$ cat src/rtl/samsung_bnn_pkg.sv
// Shared types and arithmetic for the in-NAND BNN sense path: FSM states,
// zero-input detection and the saturating corrected dot product.
package samsung_bnn_pkg;

    localparam int DEF_NUM_CH      = 4;
    localparam int DEF_VECTOR_SIZE = 64;
    localparam int DEF_CNT_W       = 16;

    typedef enum logic [2:0] {IDLE, SCAN, REQ, WAIT, CALC, OUT} state_t;

    typedef struct packed {
        logic        sat;
        logic [31:0] dot;
    } dot_res_t;

    function automatic logic is_zero(input logic wl1, input logic wl2);
        return ~wl1 & ~wl2;
    endfunction

    // P = 2*cnt - (S - z), clamped to the signed cnt_w range; the low cnt_w bits of dot are the result.
    function automatic dot_res_t sat_dot(input logic [31:0] cnt, input logic [31:0] s,
                                         input logic [31:0] z, input int cnt_w);
        longint   p, hi, lo;
        dot_res_t r;
        p  = 2 * longint'(cnt) - (longint'(s) - longint'(z));
        hi = (longint'(1) <<< (cnt_w - 1)) - 1;
        lo = -hi - 1;
        r.sat = 1'b0;
        if (p > hi) begin
            p     = hi;
            r.sat = 1'b1;
        end else if (p < lo) begin
            p     = lo;
            r.sat = 1'b1;
        end
        r.dot = p[31:0];
        return r;
    endfunction

endpackage

$ cat src/rtl/samsung_zid_ch_acc.sv
// One bit-line channel: saturating conduction counter plus the result
// registers for the corrected dot product, loaded in CALC.
module samsung_zid_ch_acc
    import samsung_bnn_pkg::*;
#(
    parameter int CNT_W = DEF_CNT_W,
    parameter int IDX_W = 7
) (
    input  logic             clk,
    input  logic             rst,
    input  logic             clr,
    input  logic             inc,
    input  logic             calc,
    input  logic [IDX_W-1:0] s_len,
    input  logic [CNT_W-1:0] z_count,
    output logic [CNT_W-1:0] res_cnt,
    output logic [CNT_W-1:0] res_dot,
    output logic             res_sat
);
    logic [CNT_W-1:0] cnt;
    dot_res_t         d;
    logic             unused_hi;

    assign d         = sat_dot(32'(cnt), 32'(s_len), 32'(z_count), CNT_W);
    assign unused_hi = ^d.dot[31:CNT_W];

    always_ff @(posedge clk) begin
        if (rst) begin
            cnt     <= '0;
            res_cnt <= '0;
            res_dot <= '0;
            res_sat <= 1'b0;
        end else begin
            if (clr)
                cnt <= '0;
            else if (inc && cnt != '1)
                cnt <= cnt + 1'b1;
            if (calc) begin
                res_cnt <= cnt;
                res_dot <= d.dot[CNT_W-1:0];
                res_sat <= d.sat;
            end
        end
    end
endmodule

$ cat src/rtl/samsung_zid_sense_sequencer.sv
// ZID-aware sense sequencer: walks the synapses, issues sense requests and
// produces saturated dot products. Define ZID_SKIP_EN to skip zero-input synapses.
module samsung_zid_sense_sequencer
    import samsung_bnn_pkg::*;
#(
    parameter int NUM_CH      = DEF_NUM_CH,
    parameter int VECTOR_SIZE = DEF_VECTOR_SIZE,
    parameter int CNT_W       = DEF_CNT_W,
    parameter int IDX_W       = $clog2(VECTOR_SIZE + 1)
) (
    input  logic                          clk,
    input  logic                          rst,
    input  logic                          start,
    input  logic                          zid_enable,
    input  logic [IDX_W-1:0]              vector_size,
    input  logic [VECTOR_SIZE-1:0]        wl1_is_vpass,
    input  logic [VECTOR_SIZE-1:0]        wl2_is_vpass,
    output logic                          busy,
    output logic                          sense_req_valid,
    input  logic                          sense_req_ready,
    output logic [$clog2(VECTOR_SIZE)-1:0] sense_req_idx,
    input  logic                          sa_valid,
    input  logic [NUM_CH-1:0]             sa_out,
    output logic                          res_valid,
    input  logic                          res_ready,
    output logic [NUM_CH*CNT_W-1:0]       res_cnt,
    output logic [CNT_W-1:0]              res_zcount,
    output logic [NUM_CH*CNT_W-1:0]       res_dot,
    output logic [NUM_CH-1:0]             res_sat
);
    localparam int RIDX_W = $clog2(VECTOR_SIZE);
    localparam logic [IDX_W-1:0] VS_MAX = IDX_W'(VECTOR_SIZE);
`ifdef ZID_SKIP_EN
    localparam bit SKIP = 1'b1;
`else
    localparam bit SKIP = 1'b0;
`endif

    state_t                 state;
    logic [VECTOR_SIZE-1:0] wl1, wl2;
    logic [IDX_W-1:0]       s_len, idx;
    logic                   zen;
    logic [CNT_W-1:0]       z_count, z_next;
    logic [RIDX_W-1:0]      idx_lo;
    logic                   cur_zero, skip, mask, clr, inc_en, calc;

    assign idx_lo   = idx[RIDX_W-1:0];
    assign cur_zero = is_zero(wl1[idx_lo], wl2[idx_lo]);
    // Zero synapses are either skipped in SCAN or sensed with their result masked in WAIT.
    assign skip     = SKIP && zen && cur_zero;
    assign mask     = !SKIP && zen && cur_zero;
    assign z_next   = (z_count == '1) ? z_count : z_count + 1'b1;
    assign clr      = (state == IDLE) && start;
    assign inc_en   = (state == WAIT) && sa_valid && !mask;
    assign calc     = (state == CALC);

    always_ff @(posedge clk) begin
        if (rst) begin
            state           <= IDLE;
            busy            <= 1'b0;
            sense_req_valid <= 1'b0;
            sense_req_idx   <= '0;
            res_valid       <= 1'b0;
            res_zcount      <= '0;
            wl1             <= '0;
            wl2             <= '0;
            s_len           <= '0;
            zen             <= 1'b0;
            idx             <= '0;
            z_count         <= '0;
        end else begin
            case (state)
                IDLE: if (start) begin
                    wl1     <= wl1_is_vpass;
                    wl2     <= wl2_is_vpass;
                    s_len   <= (vector_size > VS_MAX) ? VS_MAX : vector_size;
                    zen     <= zid_enable;
                    idx     <= '0;
                    z_count <= '0;
                    busy    <= 1'b1;
                    state   <= SCAN;
                end
                SCAN: begin
                    if (idx == s_len) begin
                        state <= CALC;
                    end else if (skip) begin
                        idx     <= idx + 1'b1;
                        z_count <= z_next;
                    end else begin
                        sense_req_valid <= 1'b1;
                        sense_req_idx   <= idx_lo;
                        state           <= REQ;
                    end
                end
                REQ: if (sense_req_ready) begin
                    sense_req_valid <= 1'b0;
                    state           <= WAIT;
                end
                WAIT: if (sa_valid) begin
                    if (mask) z_count <= z_next;
                    idx   <= idx + 1'b1;
                    state <= SCAN;
                end
                CALC: begin
                    res_zcount <= z_count;
                    res_valid  <= 1'b1;
                    state      <= OUT;
                end
                OUT: if (res_ready) begin
                    res_valid <= 1'b0;
                    busy      <= 1'b0;
                    state     <= IDLE;
                end
                default: state <= IDLE;
            endcase
        end
    end

    for (genvar c = 0; c < NUM_CH; c++) begin : g_ch
        samsung_zid_ch_acc #(.CNT_W(CNT_W), .IDX_W(IDX_W)) u_acc (
            .clk     (clk),
            .rst     (rst),
            .clr     (clr),
            .inc     (inc_en & sa_out[c]),
            .calc    (calc),
            .s_len   (s_len),
            .z_count (z_count),
            .res_cnt (res_cnt[c*CNT_W +: CNT_W]),
            .res_dot (res_dot[c*CNT_W +: CNT_W]),
            .res_sat (res_sat[c])
        );
    end
endmodule

$ cat config.mk
export PLATFORM = sky130hd
export DESIGN_NAME = samsung_zid_sense_sequencer
export DESIGN_NICKNAME = d
export VERILOG_FILES = /design/src/rtl/samsung_bnn_pkg.sv /design/src/rtl/samsung_zid_ch_acc.sv /design/src/rtl/samsung_zid_sense_sequencer.sv
export SDC_FILE = /design/constraint.sdc
export NUM_CORES = 1
export LEC_CHECK = 0
export CAP_MARGIN = 20
export CORE_MARGIN = 3
export CORE_UTILIZATION = 55
export DETAILED_ROUTE_END_ITERATION = 7
export GPL_TIMING_DRIVEN = 0
export PLACE_DENSITY = 0.82
export SLEW_MARGIN = 20
export SYNTH_ARGS = -nofsm -noshare
export SYNTH_HDL_FRONTEND = slang
export SYNTH_SLANG_ARGS = --single-unit
$ cat constraint.sdc
create_clock -name clk -period 10.3 [get_ports clk]
set_input_delay 2.06 -clock clk [delete_from_list [all_inputs] [get_ports clk]]
set_output_delay 2.06 -clock clk [all_outputs]
set_load 0.02 [all_outputs]
==> results.json <==
{
  "finalCriticalPeriod_ns": 6.511,
  "cts_buffers": 41,
  "io_pins": 303,
  "endpoint_kind": "register",
  "multi_input_area_um2": 10600,
  "wl_per_cell_um": 19.22,
  "crit_required_ns": 10.70,
  "crit_type": "reg -> reg",
  "via_per_inst": 5.832,
  "synth_nets": 2594,
  "ctsResizeCount": 0,
  "dieArea_um2": 36920,
  "die_w_um": 192.2,
  "cts_buffer_depth": 3,
  "crit_fanout": 10,
  "io_buffer_count": 301,
  "irDropWorstVdd_v": 0.0001200,
  "netlist_instances": 2374,
  "rows": 67,
  "grt_setup_unrepaired": "no",
  "drv_cap": 0,
  "ys_types": 90,
  "dp.cells": 3124,
  "fp.coreArea_um2": 33870,
  "synthFlopType": "dfxtp_1",
  "overflow": 0,
  "drt_pass1_iterations": 6,
  "slew_headroom_pct": 15.23,
  "n_antenna_cell": 0,
  "register_area_um2": 7667,
  "dpl.hpwl_um": 46870,
  "yosysWarnings": 0,
  "route.detailed.drc": 0,
  "hp-class": "reg -> reg",
  "synth.most_common_cell": "nand2_1",
  "synth_seq_area_share_pct": 40.23,
  "synth_edf_count": 0,
  "hold_violations": 0,
  "htreeDepth": 2,
  "synthTopCellsByArea": "dfxtp_1 40%, nand2_1 10%, a21oi_1 7.9%",
  "initial_utilization_pct": 56.28,
  "syn_area_per_cell_um2": 8.028,
  "finalClockSkew_ns": 0.02031,
  "grt_pass1_wl_um": 94490,
  "fillers": 2673,
  "power_leakage_nw": 8.716,
  "drive_gt1_share_pct": 4.982,
  "grtUsageTotal_pct": 32.35,
  "clock_latency_ns": 0.55,
  "cts-root-buf": "clkbuf_16",
  "clk_pin_slew_ns": 0.06,
  "p_per_area_nw_per_um2": 190.1,
  "slew_violations": 0,
  "max_clock_freq_ghz": 0.1536,
  "cts_tree": "yes",
  "tns_ns": 0,
  "syn2layout_area_growth_pct": 26.09,
  "setup-violations-final": 0,
  "post_cts_buffers": 0,
  "async_flop_share_pct": 0,
  "die_h_um": 192.2,
  "drt_iter0_markers": 1313,
  "syn_area_um2": 19060,
  "finalNonFillerCells": 3198,
  "yosys.area.top_type": "dfxtp_1",
  "ctsHoldBuffers": 0,
  "postRouteAntennaNets": 0,
  "vias": 18650,
  "yosys.area.top_type_share_pct": 40.23,
  "numClockSinks": 383,
  "globalplace.congestion": 0.9601,
  "fin_crit_sh_pct": 63.22,
  "wl_um": 61460,
  "cp.arrival_ns": 6.92,
  "worst_slew_pin_slew_ns": 1.263,
  "nNetsFinal": 2939,
  "first_global_vias": 17940,
  "grt_antenna_before_repair": 0,
  "outcome": "finished, final reports clean",
  "netlist_top_cells_count": "521 x nand2_1, 383 x dfxtp_1, 302 x a21oi_1, 203 x nor2_1, 126 x clkbuf_1",
  "grt_max_degree": 14,
  "cp-start-kind": "register",
  "synth-seq-cells": 383
}
## layout by cell type (no fill, tap or decap), drive strengths merged, types with 16 or more instances in the layout
| cell type | netlist | final |
|---|---|---|
| inv | 54 | 55 |
| dfxtp | 383 | 383 |
| a211oi | 22 | 22 |
| nor3 | 70 | 70 |
| or3 | 29 | 29 |
| and3 | 19 | 19 |
| nand2b | 16 | 16 |
| o22ai | 16 | 16 |
| o21a | 18 | 18 |
| xor2 | 46 | 46 |
| nor2 | 203 | 203 |
| clkdlybuf4s50 | 0 | 301 |
| buf | 24 | 25 |
| nand3 | 31 | 31 |
| clkbuf | 126 | 179 |
| ha | 69 | 69 |
| o21ai | 58 | 58 |
| a221o | 43 | 43 |
| xnor2 | 96 | 96 |
| a21oi | 304 | 304 |
| nand2 | 522 | 522 |
| nand4 | 24 | 24 |
## through the flow
stage | total power, mW | setup WS, ns | util (%) | cell area [um2] | hold slack, ns
final | 4.567 | 3.789 | 70.96 | 24030 | 0.4541
after global routing | 4.769 | 3.452 | 70.96 | 24030 | 0.4671
after CTS | 4.551 | 3.997 | 70.94 | 24020 | 0.4525
after detailed placement | 3.080 | 4.076 | 66.92 | 22660 | 0.4449
after global placement | 3.040 | 4.164 | 66.83 | 22630 | 0.4418
after floorplan | 2.620 | 5.378 | - | 19060 | 0.4315
## registers in the layout, indices dropped and copies added (netlist names)
register,flops
wl2,64
g_ch.u_acc.res_cnt,64
z_count,16
zen,1
busy,1
res_valid,1
s_len,7
g_ch.u_acc.res_dot,64
sense_req_idx,6
g_ch.u_acc.res_sat,4
wl1,64
idx,7
res_zcount,16
state,3
g_ch.u_acc.cnt,64
sense_req_valid,1
## power by group
group | internal (mW) | total [mW] | switching [mW]
Clock | 0.865 | 1.48 | 0.616
Combinational | 0.555 | 1.43 | 0.876
Sequential | 1.59 | 1.66 | 0.0654
Total | 3.01 | 4.57 | 1.56
## critical path: stages, from the launching register on
cell	delay, ns
dfxtp_1	0.44
ha_1	0.21
inv_1	0.05
fa_1	0.43
a21oi_1	0.31
o21ai_0	0.13
a21oi_1	0.20
xor2_1	0.88
ha_1	0.43
a2111oi_0	0.37
o21ai_0	0.22
a41o_1	0.30
maj3_1	0.39
a221oi_1	0.58
o211ai_1	0.16
a21oi_1	0.20
xnor2_1	0.13
nand3_1	0.18
a21o_1	0.25
buf_1	0.39
nor2_1	0.12
## cell families after synthesis
family                     count (synthesis)  synth area share, %
adders and majority gates                 87                5.764
buffers and inverters                    205                4.326
AOI/OAI and AO/OA                        552                18.35
DFF                                      383                40.23
muxes                                     23                1.864
xor gates and xnor gates                 144                6.840
and+or+nand+nor                          980                22.63
## path summary, 6_finish.rpt
path              start                         to  slack (ns)  depth (start not counted)
min             wl1[27]                    wl1[27]        0.45                          2
min reg2reg     wl1[27]                    wl1[27]        0.45                          2
max          z_count[0]  g_ch[1].u_acc.res_dot[12]        3.79                         20
max reg2reg  z_count[0]  g_ch[1].u_acc.res_dot[12]        3.79                         20
## area by class of cell
cell class / instances / share of cell area, %
flip-flops and latches: 383 / 31.91
multi-input cells: 1786 / 44.11
plain buffers: 150 / 2.572
repair buffers: 302 / 12.56
clock buffers: 53 / 4.753
clock inverters: 21 / 0.9059
inverters: 55 / 0.8591
well taps: 448 / 2.332
## metal layers
| layer | GRT usage (%) | up-vias | share of wire (%) |
|---|---|---|---|
| met5 | 0 | - | 0 |
| met4 | 14.65 | 0 | 4.5 |
| met3 | 6.151 | 151 | 8.1 |
| met2 | 55.85 | 829 | 48 |
| met1 | 39.00 | 8773 | 39 |
| li1 | - | 8899 | - |
Note: power is estimated with default switching activity, not from simulation.
